`config.mk`:
```
export PLATFORM = sky130hd
export DESIGN_NAME = nn_host_sequencer
export DESIGN_NICKNAME = d
export VERILOG_FILES = /design/src/rtl/nn_pkg.sv /design/src/rtl/nn_byte_feeder.sv /design/src/rtl/nn_host_sequencer.sv
export SDC_FILE = /design/constraint.sdc
export NUM_CORES = 1
export LEC_CHECK = 0
export BUFFER_PORTS_ARGS = -buffer_cell sky130_fd_sc_hd__buf_2
export CELL_PAD_IN_SITES_DETAIL_PLACEMENT = 1
export CELL_PAD_IN_SITES_GLOBAL_PLACEMENT = 2
export CORE_UTILIZATION = 34
export CTS_BUF_LIST = sky130_fd_sc_hd__clkbuf_8
export DETAILED_ROUTE_END_ITERATION = 8
export PLACE_DENSITY = 0.81
export SLEW_MARGIN = 20
export SYNTH_ARGS = -nofsm -noshare
export SYNTH_HDL_FRONTEND = slang
export SYNTH_HIERARCHICAL = 1
export SYNTH_SLANG_ARGS = --single-unit
```
`constraint.sdc`:
```
create_clock -name clk -period 2.6 [get_ports clk]
set_input_delay 0.26 -clock clk [delete_from_list [all_inputs] [get_ports clk]]
set_output_delay 0.26 -clock clk [all_outputs]
set_load 0.1 [all_outputs]
```
`src/rtl/nn_pkg.sv`:
```
// Shared types and constants for the NN host sequencer.
// Holds the FSM state enum, core phase codes and default byte counts.
package nn_pkg;

  typedef enum logic [3:0] {
    S_IDLE,
    S_LOAD_P,
    S_STEP_P,
    S_LOAD_I,
    S_STEP_I,
    S_SETTLE,
    S_SEL,
    S_CAP,
    S_RETURN,
    S_DONE
  } state_t;

  localparam logic [1:0] NN_PHASE_PARAM   = 2'd0;
  localparam logic [1:0] NN_PHASE_INPUT   = 2'd1;
  localparam logic [1:0] NN_PHASE_COMPUTE = 2'd2;
  localparam logic [1:0] NN_PHASE_OUTPUT  = 2'd3;

  localparam int NN_PARAM_BYTES = 24;
  localparam int NN_INPUT_BYTES = 4;
  localparam int NN_OUTPUTS     = 4;
  localparam int NN_SETTLE      = 2;
  localparam int NN_CNT_W       = 5;

endpackage

```
`src/rtl/nn_byte_feeder.sv`:
```
// Valid/ready byte acceptor feeding the core data bus.
// Ports: en/n_bytes (load window and length), in_* (upstream
// stream), nn_data/nn_we (registered byte + strobe), last (final
// accept of the window, counter wraps to 0).
module nn_byte_feeder
  import nn_pkg::*;
#(
  parameter int CW = NN_CNT_W
) (
  input  logic          clk,
  input  logic          reset,
  input  logic          en,
  input  logic [CW-1:0] n_bytes,
  input  logic          in_valid,
  input  logic [7:0]    in_data,
  output logic          in_ready,
  output logic [7:0]    nn_data,
  output logic          nn_we,
  output logic          last
);

  logic [CW-1:0] cnt;
  logic          accept;

  assign in_ready = en;
  assign accept   = en & in_valid;
  assign last     = accept & (cnt == n_bytes - CW'(1));

  always_ff @(posedge clk) begin
    if (reset) begin
      cnt     <= '0;
      nn_data <= 8'h00;
      nn_we   <= 1'b0;
    end else begin
      nn_we <= accept;
      if (accept) begin
        nn_data <= in_data;
        cnt     <= last ? '0 : cnt + CW'(1);
      end
    end
  end

endmodule

```
`src/rtl/nn_host_sequencer.sv`:
```
// Host-side sequencer: streams params/inputs into the NN core,
// steps its phase machine, reads back four outputs.
// Ports: start, in_valid/in_data/in_ready (byte stream),
// nn_data/nn_we/nn_changes/nn_sel/nn_out (core side),
// busy, done, res_valid/res_data (32-bit result).
module nn_host_sequencer
  import nn_pkg::*;
#(
  parameter int N_PARAM_BYTES = NN_PARAM_BYTES,
  parameter int N_INPUT_BYTES = NN_INPUT_BYTES,
  parameter int N_OUTPUTS     = NN_OUTPUTS,
  parameter int SETTLE_CYCLES = NN_SETTLE
) (
  input  logic        clk,
  input  logic        reset,
  input  logic        start,
  input  logic        in_valid,
  input  logic [7:0]  in_data,
  output logic        in_ready,
  output logic [7:0]  nn_data,
  output logic        nn_we,
  output logic        nn_changes,
  output logic [1:0]  nn_sel,
  input  logic [7:0]  nn_out,
  output logic        busy,
  output logic        res_valid,
  output logic [31:0] res_data,
  output logic        done
);

  state_t state, next;

  logic [3:0]  wait_cnt;
  logic [1:0]  k;
  logic [1:0]  mirror;
  logic        gap;
  logic [31:0] cap;

  logic                feed_en;
  logic                last;
  logic [NN_CNT_W-1:0] n_bytes;
  logic                pulse_req;
  logic                step;

  assign n_bytes = (state == S_LOAD_I)
                 ? NN_CNT_W'(N_INPUT_BYTES)
                 : NN_CNT_W'(N_PARAM_BYTES);

  nn_byte_feeder #(.CW(NN_CNT_W)) u_feed (
    .clk      (clk),
    .reset    (reset),
    .en       (feed_en),
    .n_bytes  (n_bytes),
    .in_valid (in_valid),
    .in_data  (in_data),
    .in_ready (in_ready),
    .nn_data  (nn_data),
    .nn_we    (nn_we),
    .last     (last)
  );

  assign nn_sel = (state == S_SEL || state == S_CAP)
                ? k : 2'b00;

  // RETURN alternates pulse / idle so the core sees each
  // phase step as a distinct pulse.
  always_comb begin
    next      = state;
    feed_en   = 1'b0;
    pulse_req = 1'b0;
    unique case (state)
      S_IDLE:   if (start) next = S_LOAD_P;
      S_LOAD_P: begin
        feed_en = 1'b1;
        if (last) next = S_STEP_P;
      end
      S_STEP_P: next = S_LOAD_I;
      S_LOAD_I: begin
        feed_en = 1'b1;
        if (last) next = S_STEP_I;
      end
      S_STEP_I: next = S_SETTLE;
      S_SETTLE: begin
        if (wait_cnt == 4'(SETTLE_CYCLES - 1))
          next = S_SEL;
      end
      S_SEL:    next = S_CAP;
      S_CAP: begin
        if (k == 2'(N_OUTPUTS - 1)) next = S_RETURN;
        else                        next = S_SEL;
      end
      S_RETURN: begin
        if (mirror == NN_PHASE_PARAM) next = S_DONE;
        else if (!gap)                pulse_req = 1'b1;
      end
      S_DONE:   next = S_IDLE;
      default:  next = S_IDLE;
    endcase
  end

  assign step = (state == S_STEP_P) | (state == S_STEP_I)
              | pulse_req;

  always_ff @(posedge clk) begin
    if (reset) begin
      state      <= S_IDLE;
      wait_cnt   <= '0;
      k          <= '0;
      mirror     <= NN_PHASE_PARAM;
      gap        <= 1'b0;
      cap        <= '0;
      nn_changes <= 1'b0;
      res_valid  <= 1'b0;
      res_data   <= '0;
      done       <= 1'b0;
      busy       <= 1'b0;
    end else begin
      state      <= next;
      nn_changes <= step;
      gap        <= pulse_req;
      res_valid  <= (state == S_DONE);
      if (step) mirror <= mirror + 2'd1;
      if (state == S_IDLE && start) begin
        busy <= 1'b1;
        done <= 1'b0;
      end
      if (state == S_SETTLE) begin
        if (next == S_SEL) begin
          wait_cnt <= '0;
          k        <= '0;
        end else begin
          wait_cnt <= wait_cnt + 4'd1;
        end
      end
      if (state == S_CAP) begin
        cap[{k, 3'b000} +: 8] <= nn_out;
        if (next == S_SEL) k <= k + 2'd1;
      end
      if (state == S_DONE) begin
        res_data <= cap;
        busy     <= 1'b0;
        done     <= 1'b1;
      end
    end
  end

endmodule

```
==> flow_summary.json, run 1 <==
{
  "status": "finished clean",
  "yosysSeqAreaShare": 0.473,
  "synth_top_area_frac": 0.473,
  "cp.arrival_ns": 2.69,
  "max-vdd-ir-drop_uv": 253,
  "syn_to_final_growth_pct": 17.0,
  "synth_cell_types": 54,
  "hold_violations": 0,
  "crit_slowest_cell": "or4b_2",
  "cts_buffers": 9,
  "final_max_slew_viol_count": 0,
  "holdWs_ns": 0.129,
  "path_max_fanout": 5,
  "critPathCapture": "state[0]",
  "yosysWarnings": 6,
  "ioPinCount": 68,
  "grt_max_degree": 37,
  "start_util": 0.351,
  "cts_max_path_buffers": 2,
  "cp-start-kind": "register",
  "wire_per_inst_um": 15.1,
  "power_density_mw_per_mm2": 563,
  "die-area_mm2": 0.0123,
  "finalClockSkew_ns": 0.0101,
  "cts_num_sinks": 95,
  "cts.clk_slew.worst_paths_ns": 0.09,
  "timing.rr.end": "state[0]",
  "rsz0062_at_grt": "no",
  "r2r-start": "state[3]",
  "r2r_cells": 10,
  "end_kind": "register",
  "ys.flop_type": "dfxtp_1",
  "drtIter0Drc": 202,
  "post-synth-top-area-cell": "dfxtp_1",
  "postRouteAntennaNets": 0,
  "synth_area_mm2": 0.00402,
  "gp_congestion": 0.756,
  "drive_gt1_frac": 0.196,
  "crit_family": "simple AND/OR/NAND/NOR gates",
  "crit_path_start": "state[3]",
  "reg2reg_setup_slack_ns": 0.23,
  "via_count": 3627,
  "hp-class": "input port to register",
  "synth.most_common_cell": "dfxtp_1",
  "first_pass_iters": 4,
  "nets": 571,
  "setup-violations-final": 0,
  "crit_chain": "nor2_2 > nand3_2 > inv_1 > nor3_1 > xnor2_1 > nor4_4 > and2_1 > or4b_2 > o21ai_0 > o311a_1",
  "syn_inst": 485,
  "critPathKind": "register to register",
  "drc_errors": 0,
  "io_buffers": 67,
  "synth.area.top_cells": "dfxtp_1 (47%), a21oi_1 (10%), nand2_1 (8.2%)",
  "path_depth": 10,
  "antenna_found_initial": 0,
  "fin_tns_setup_ns": 0,
  "p_leak_nw": 1.75,
  "insertion_delay_ns": 0.37,
  "hpwl_mm": 7.36,
  "pre_cts_ws_ns": 0.119,
  "multi_input_area_mm2": 0.00191,
  "period_share": 0.912,
  "h-tree-depth": 3,
  "cts.hold.buffers_added": 0,
  "worst_pin_slew_ns": 0.706,
  "grt_usage": 0.176,
  "cp_num_buf_inv": 1,
  "diodes": 0,
  "final_util": 0.410,
  "synth_edf_count": 0,
  "synthTopCellsByCount": "dfxtp_1 (95), nand2_1 (88), a21oi_1 (80), o21ai_0 (37), nand4_1 (36)",
  "grt_first_pass_wirelength_mm": 17.6,
  "cts_setup_buffers": 0,
  "slowest_delay_ns": 0.60,
  "relSlewSlack": 0.530,
  "fmax_ghz": 0.422,
  "row_count": 39,
  "fp.dieW_um": 111,
  "overflow": 0,
  "core_area_mm2": 0.0115,
  "die_y_um": 111,
  "ys_seq_elements": 95,
  "root_buffer": "clkbuf_8",
  "grt_pass1_vias": 3574,
  "cap_violations": 0,
  "routed_wirelength_mm": 10.5,
  "postSynth.asyncResetShare": 0,
  "fillers": 1399,
  "fin_crit_ns": 2.37,
  "cts_tree": "yes",
  "vias_per_cell": 5.26,
  "worstPathRequired_ns": 2.91,
  "seq_area_mm2": 0.00190,
  "finalWorstSetupSlack_ns": 0.229,
  "syn_avg_cell_area_um2": 8.29
}
-- how the worst min path moves through the flow --
stage / start / to / slack, ns / cells after the start
3_3_place_gp: gap / gap / 0.42 / 1
4_1_cts: in_data[5] / u_feed/nn_data[5] / 0.11 / 3
6_report: in_data[5] / u_feed/nn_data[5] / 0.13 / 3
2_1_floorplan: reset / u_feed/cnt[0] / 0.33 / 1
5_1_grt: in_data[3] / u_feed/nn_data[3] / 0.12 / 3
3_5_place_dp: gap / gap / 0.42 / 1
-- worst reg2reg max path, delay by kind of cell, from the launching register on --
| family | cells | cell delay, ns |
|---|---|---|
| simple gates | 6 | 1.27 |
| flops | 1 | 0.33 |
| xor+xnor | 1 | 0.30 |
| compound gates | 2 | 0.27 |
| buf+inv | 1 | 0.16 |
-- stage by stage --
step | instance area (um^2) | std cells | total power, mW
finish | 4700 | 690 | 2.65
global route | 4700 | 690 | 2.74
CTS | 4700 | 690 | 2.68
detailed placement | 4500 | 674 | 1.69
global placement | 4500 | 674 | 1.69
floorplan | 4040 | 489 | 1.64
-- timing repair --
item,4_1_cts,5_1_grt
resized for setup,0,2
hold endpoints to repair,0,0
endpoints found under the setup margin,0,2
-- flip-flops by register name (all words and copies together), names as in the netlist --
signal	count
busy	1
cap	32
done	1
gap	1
k	2
mirror	2
nn_changes	1
res_data	32
res_valid	1
state	4
u_feed/cnt	5
u_feed/nn_data	8
u_feed/nn_we	1
wait_cnt	4
-- cell families after synthesis --
family | count (synthesis) | synth area share
multiplexers | 2 | 0.00529
AO/OA/AOI/OAI | 136 | 0.188
other | 1 | 0.000933
flip-flops | 95 | 0.473
buffers and inverters | 57 | 0.0607
adder cells (fa/ha/maj) | 9 | 0.0280
AND/OR/NAND/NOR | 176 | 0.224
XOR/XNOR | 9 | 0.0196
-- metal layers --
layer	GRT usage	vias to the layer above	routed length [um]
met1	0.227	1735	5070
met2	0.282	64	4790
li1	-	1808	-
met4	0.0818	0	268
met5	0	-	0
met3	0.0344	20	325
-- cells in the final DEF (no fill, tap or decap), types with 2 or more instances in the layout --
cell / count
dfxtp_1: 95
nand2_1: 88
a21oi_1: 80
buf_2: 67
o21ai_0: 37
nand4_1: 36
inv_1: 18
buf_4: 15
clkbuf_8: 10
nor2_1: 9
ha_1: 9
nor3_1: 6
conb_1: 5
xnor2_1: 5
nand3_1: 4
and2_1: 4
xor2_1: 4
nor2b_1: 3
nor3b_1: 3
or3_1: 3
clkinvlp_4: 3
a211oi_1: 3
and3_1: 2
nand4bb_1: 2
o31ai_1: 2
o311a_1: 2
nand2b_1: 2
-- cell type report --
type | count | area share
timing repair buffer | 82 | 0.0952
multi-input combinational | 337 | 0.406
clock buffer | 10 | 0.0293
sequential | 95 | 0.404
clock inverter | 6 | 0.0130
tap | 143 | 0.0380
inverter | 17 | 0.0136
-- power breakdown --
group          total (mW)  leakage (nW)  internal [mW]  switching (mW)
clock               0.989        0.0957          0.466           0.523
combinational       0.185         0.889         0.0442           0.141
sequential           1.47         0.766           1.46         0.00738
Power figures use the tool's default switching activity.
==> inputs of run 2 (changes only) <==
--- a/config.mk
+++ b/config.mk
@@ -5,14 +5,14 @@
 export SDC_FILE = /design/constraint.sdc
 export NUM_CORES = 1
 export LEC_CHECK = 0
-export BUFFER_PORTS_ARGS = -buffer_cell sky130_fd_sc_hd__buf_2
+export BUFFER_PORTS_ARGS = -buffer_cell sky130_fd_sc_hd__buf_4
 export CELL_PAD_IN_SITES_DETAIL_PLACEMENT = 1
 export CELL_PAD_IN_SITES_GLOBAL_PLACEMENT = 2
 export CORE_UTILIZATION = 34
 export CTS_BUF_LIST = sky130_fd_sc_hd__clkbuf_8
 export DETAILED_ROUTE_END_ITERATION = 8
 export PLACE_DENSITY = 0.81
-export SLEW_MARGIN = 20
+export SKIP_CTS_REPAIR_TIMING = 1
 export SYNTH_ARGS = -nofsm -noshare
 export SYNTH_HDL_FRONTEND = slang
 export SYNTH_HIERARCHICAL = 1
==> flow_summary.json, run 2 (same netlist as run 1, synthesis figures left out) <==
{
  "status": "finished clean",
  "crit_path_start": "state[3]",
  "diodes": 0,
  "reg_top3": "cap (32), res_data (32), u_feed/nn_data (8)",
  "fp.dieW_um": 111,
  "reg2reg_setup_slack_ns": 0.22,
  "power_density_mw_per_mm2": 550,
  "vias_per_cell": 5.27,
  "grt_busiest_layer": "met2",
  "root_buffer": "clkbuf_8",
  "relSlewSlack": 0.631,
  "path_max_fanout": 5,
  "insertion_delay_ns": 0.37,
  "crit_chain": "nor2_2 > nand3_2 > inv_1 > nor3_1 > xnor2_1 > nor4_4 > and2_1 > or4b_2 > o21ai_0 > o311a_1",
  "end_kind": "register",
  "die_y_um": 111,
  "drtIter0Drc": 269,
  "io_buffers": 67,
  "rsz0062_at_grt": "no",
  "max-vdd-ir-drop_uv": 328,
  "finalClockSkew_ns": 0.00991,
  "core_area_mm2": 0.0115,
  "cts_tree": "yes",
  "cp-start-kind": "register",
  "period_share": 0.916,
  "cp.arrival_ns": 2.70,
  "crit_slowest_cell": "or4b_2",
  "use_met3": 0.0426,
  "worst_pin_slew_ns": 0.554,
  "first_pass_iters": 5,
  "cts_max_path_buffers": 2,
  "nets": 569,
  "r2r-start": "state[3]",
  "antenna_found_initial": 0,
  "postRouteAntennaNets": 0,
  "drive_gt1_frac": 0.194,
  "cap_violations": 0,
  "holdWs_ns": 0.142,
  "routed_wirelength_mm": 10.5,
  "crit_family": "simple AND/OR/NAND/NOR gates",
  "ioPinCount": 68,
  "critPathKind": "register to register",
  "cp_num_buf_inv": 1,
  "fin_crit_ns": 2.38,
  "overflow": 0,
  "wire_per_inst_um": 15.2,
  "hp-class": "input port to register",
  "h-tree-depth": 3,
  "total_power_mw": 2.68,
  "grt_max_degree": 50,
  "met2_usage": 0.279,
  "p_leak_nw": 1.77,
  "grt_usage": 0.175,
  "worstPathRequired_ns": 2.92,
  "final_common_cell": "dfxtp_1",
  "drc_errors": 0,
  "grt_pass1_vias": 3501,
  "grt_first_pass_wirelength_mm": 17.5,
  "cts_num_sinks": 95,
  "cts.clk_slew.worst_paths_ns": 0.09,
  "slowest_delay_ns": 0.60,
  "syn_to_final_growth_pct": 21.5,
  "hp-start": "in_data[1]",
  "final_cell_mix": "dfxtp_1 (95), nand2_1 (88), a21oi_1 (80)",
  "final_max_slew_viol_count": 0,
  "die-area_mm2": 0.0123,
  "hpwl_mm": 7.27,
  "fillers": 1358,
  "hold_violations": 0,
  "gp_congestion": 0.744,
  "fmax_ghz": 0.420,
  "fin_tns_setup_ns": 0,
  "via_count": 3626,
  "start_util": 0.351,
  "setup-violations-final": 0,
  "grtUsageMet1": 0.231,
  "cts_buffers": 9,
  "dp_cells": 672,
  "layoutNonFillerInstCount": 688,
  "row_count": 39
}
==> run 2: cell types whose count changed in the layout (fill, tap and decap cells not counted), sizes merged <==
cell      change
inv           -1
buf           -2
clkbuf        +1
clkinv        +2
clkinvlp      -2
==> run 2: worst paths after layout <==
path | cells past startpoint | to
worst min register to register | 1 | gap
worst max register to register | 10 | state[0]
worst min-delay path | 3 | u_feed/nn_data[1]
worst max-delay path | 10 | state[0]
==> run 2: cell type report <==
cell class	count	area, um^2	share of cell area
clock inverters	5	56.3	0.0115
repair buffers	80	613	0.125
well taps	143	179	0.0366
flip-flops and latches	95	1900	0.389
multi-input cells	337	1920	0.393
clock buffers	11	151	0.0310
inverters	17	63.8	0.0131
==> run 2: where the power goes <==
part | internal (mW) | switching [mW]
logic | 0.0575 | 0.140
registers | 1.46 | 0.00785
clock network | 0.496 | 0.520
==> run 2: worst reg2reg max path: cells and delay by family, from the launching register on <==
family	cells	cell delay, ns
compound gates	2	0.25
xor+xnor	1	0.30
buf+inv	1	0.16
flops	1	0.34
simple gates	6	1.28
==> run 2: per-layer routing <==
metal | part of all wire | routed length (um)
met1 | 0.48 | 5020
met5 | 0 | 0
met4 | 0.015 | 160
met3 | 0.043 | 452
met2 | 0.46 | 4860
==> run 2: metrics by stage <==
stage	util	instance area (um^2)	worst slack (ns)
6_report	0.426	4890	0.218
5_1_grt	0.426	4890	0.0262
4_1_cts	0.425	4870	0.106
3_5_place_dp	0.407	4660	0.135
3_3_place_gp	0.407	4660	0.228
2_1_floorplan	-	4040	0.177
==> inputs of run 3 (changes only) <==
--- a/config.mk
+++ b/config.mk
@@ -6,7 +6,7 @@
 export NUM_CORES = 1
 export LEC_CHECK = 0
 export BUFFER_PORTS_ARGS = -buffer_cell sky130_fd_sc_hd__buf_4
-export CELL_PAD_IN_SITES_DETAIL_PLACEMENT = 1
+export CELL_PAD_IN_SITES_DETAIL_PLACEMENT = 0
 export CELL_PAD_IN_SITES_GLOBAL_PLACEMENT = 2
 export CORE_UTILIZATION = 34
 export CTS_BUF_LIST = sky130_fd_sc_hd__clkbuf_8
==> flow_summary.json, run 3 (same netlist as run 1, synthesis figures left out) <==
{
  "cts.clk_slew.worst_paths_ns": 0.09,
  "power_density_mw_per_mm2": 533,
  "cp-start-kind": "register",
  "cts_buffers": 9,
  "relSlewSlack": 0.639,
  "vias_per_cell": 5.17,
  "wire_per_inst_um": 14.5,
  "fp.dieW_um": 111,
  "worstPathRequired_ns": 2.91,
  "diodes": 0,
  "fillers": 1193,
  "grt_max_degree": 50,
  "first_pass_iters": 4,
  "antenna_found_initial": 0,
  "syn_to_final_growth_pct": 20.6,
  "routed_wirelength_mm": 9.98,
  "critPathKind": "register to register",
  "drtIter0Drc": 194,
  "status": "finished clean",
  "overflow": 0,
  "period_share": 0.929,
  "max-vdd-ir-drop_uv": 266,
  "h-tree-depth": 3,
  "grt_usage": 0.166,
  "fmax_ghz": 0.414,
  "hp-class": "input port to register",
  "placed_cell_area_mm2": 0.00466,
  "hold_violations": 0,
  "stdcell_area_mm2": 0.00485,
  "p_leak_nw": 1.75,
  "io_buffers": 67,
  "drc_errors": 0,
  "final_common_cell": "dfxtp_1",
  "drive_gt1_frac": 0.193,
  "fin_crit_ns": 2.42,
  "die_y_um": 111,
  "end_kind": "register",
  "grt_pass1_vias": 3399,
  "cts_max_path_buffers": 2,
  "cp.arrival_ns": 2.73,
  "setup-violations-final": 0,
  "total_power_mw": 2.58,
  "final_util": 0.423,
  "ioPinCount": 68,
  "postRouteAntennaNets": 0,
  "reg_top3": "cap (32), res_data (32), u_feed/nn_data (8)",
  "start_util": 0.351,
  "nets": 569,
  "pre_cts_ws_ns": 0.161,
  "final_cell_mix": "dfxtp_1 (95), nand2_1 (88), a21oi_1 (80)",
  "rsz0062_at_grt": "no",
  "final_max_slew_viol_count": 0,
  "root_buffer": "clkbuf_8",
  "dp_cells": 672,
  "cts_tree": "yes",
  "core_area_mm2": 0.0115,
  "worst_pin_slew_ns": 0.542,
  "finalWorstSetupSlack_ns": 0.184,
  "cap_violations": 0,
  "die-area_mm2": 0.0123,
  "hpwl_mm": 6.70,
  "finalClockSkew_ns": 0.00791,
  "hold_path_depth": 3,
  "r2r_cells": 10,
  "holdWs_ns": 0.132,
  "path_max_fanout": 5,
  "gp_congestion": 0.744,
  "insertion_delay_ns": 0.37,
  "fin_tns_setup_ns": 0,
  "via_count": 3555,
  "layoutNonFillerInstCount": 688,
  "cts_num_sinks": 95,
  "row_count": 39,
  "grt_first_pass_wirelength_mm": 16.4
}
[run 3: worst max-delay path: stages, from the launching register on]
cell and delay [ns]:
dfxtp_1 0.33, nor2_1 0.22, nand3_2 0.17, inv_1 0.15, nor3_1 0.07, xnor2_1 0.30, nor4_4 0.09, and2_1 0.18
or4b_2 0.59, o21ai_0 0.10, o311a_1 0.17
[run 3: worst paths after layout]
| path | startpoint | endpoint | slack (ns) |
|---|---|---|---|
| worst max-delay path | state[3] | state[0] | 0.18 |
| worst min-delay path | in_data[4] | u_feed/nn_data[4] | 0.13 |
| worst max register to register | state[3] | state[0] | 0.18 |
| worst min register to register | gap | gap | 0.43 |
[run 3: area by class of cell]
type | count | area [um^2] | area share
clock inverters | 6 | 43.8 | 0.00903
well taps | 143 | 179 | 0.0369
multi-input cells | 337 | 1910 | 0.394
repair buffers | 80 | 613 | 0.126
clock buffers | 10 | 138 | 0.0284
inverters | 17 | 63.8 | 0.0132
flip-flops and latches | 95 | 1900 | 0.392
[run 3: routing by layer]
| metal | vias to the layer above | wire [um] | GRT usage |
|---|---|---|---|
| li1 | 1797 | - | - |
| met1 | 1659 | 4740 | 0.213 |
| met2 | 81 | 4520 | 0.262 |
| met3 | 18 | 410 | 0.0328 |
| met4 | 0 | 312 | 0.0924 |
| met5 | - | 0 | 0 |
[run 3: power breakdown]
part	internal, mW	leakage (nW)	switching (mW)	total [mW]
sequential	1.46	0.766	0.00773	1.47
clock	0.377	0.0926	0.538	0.915
combinational	0.0575	0.894	0.139	0.197
total	1.90	1.75	0.685	2.58
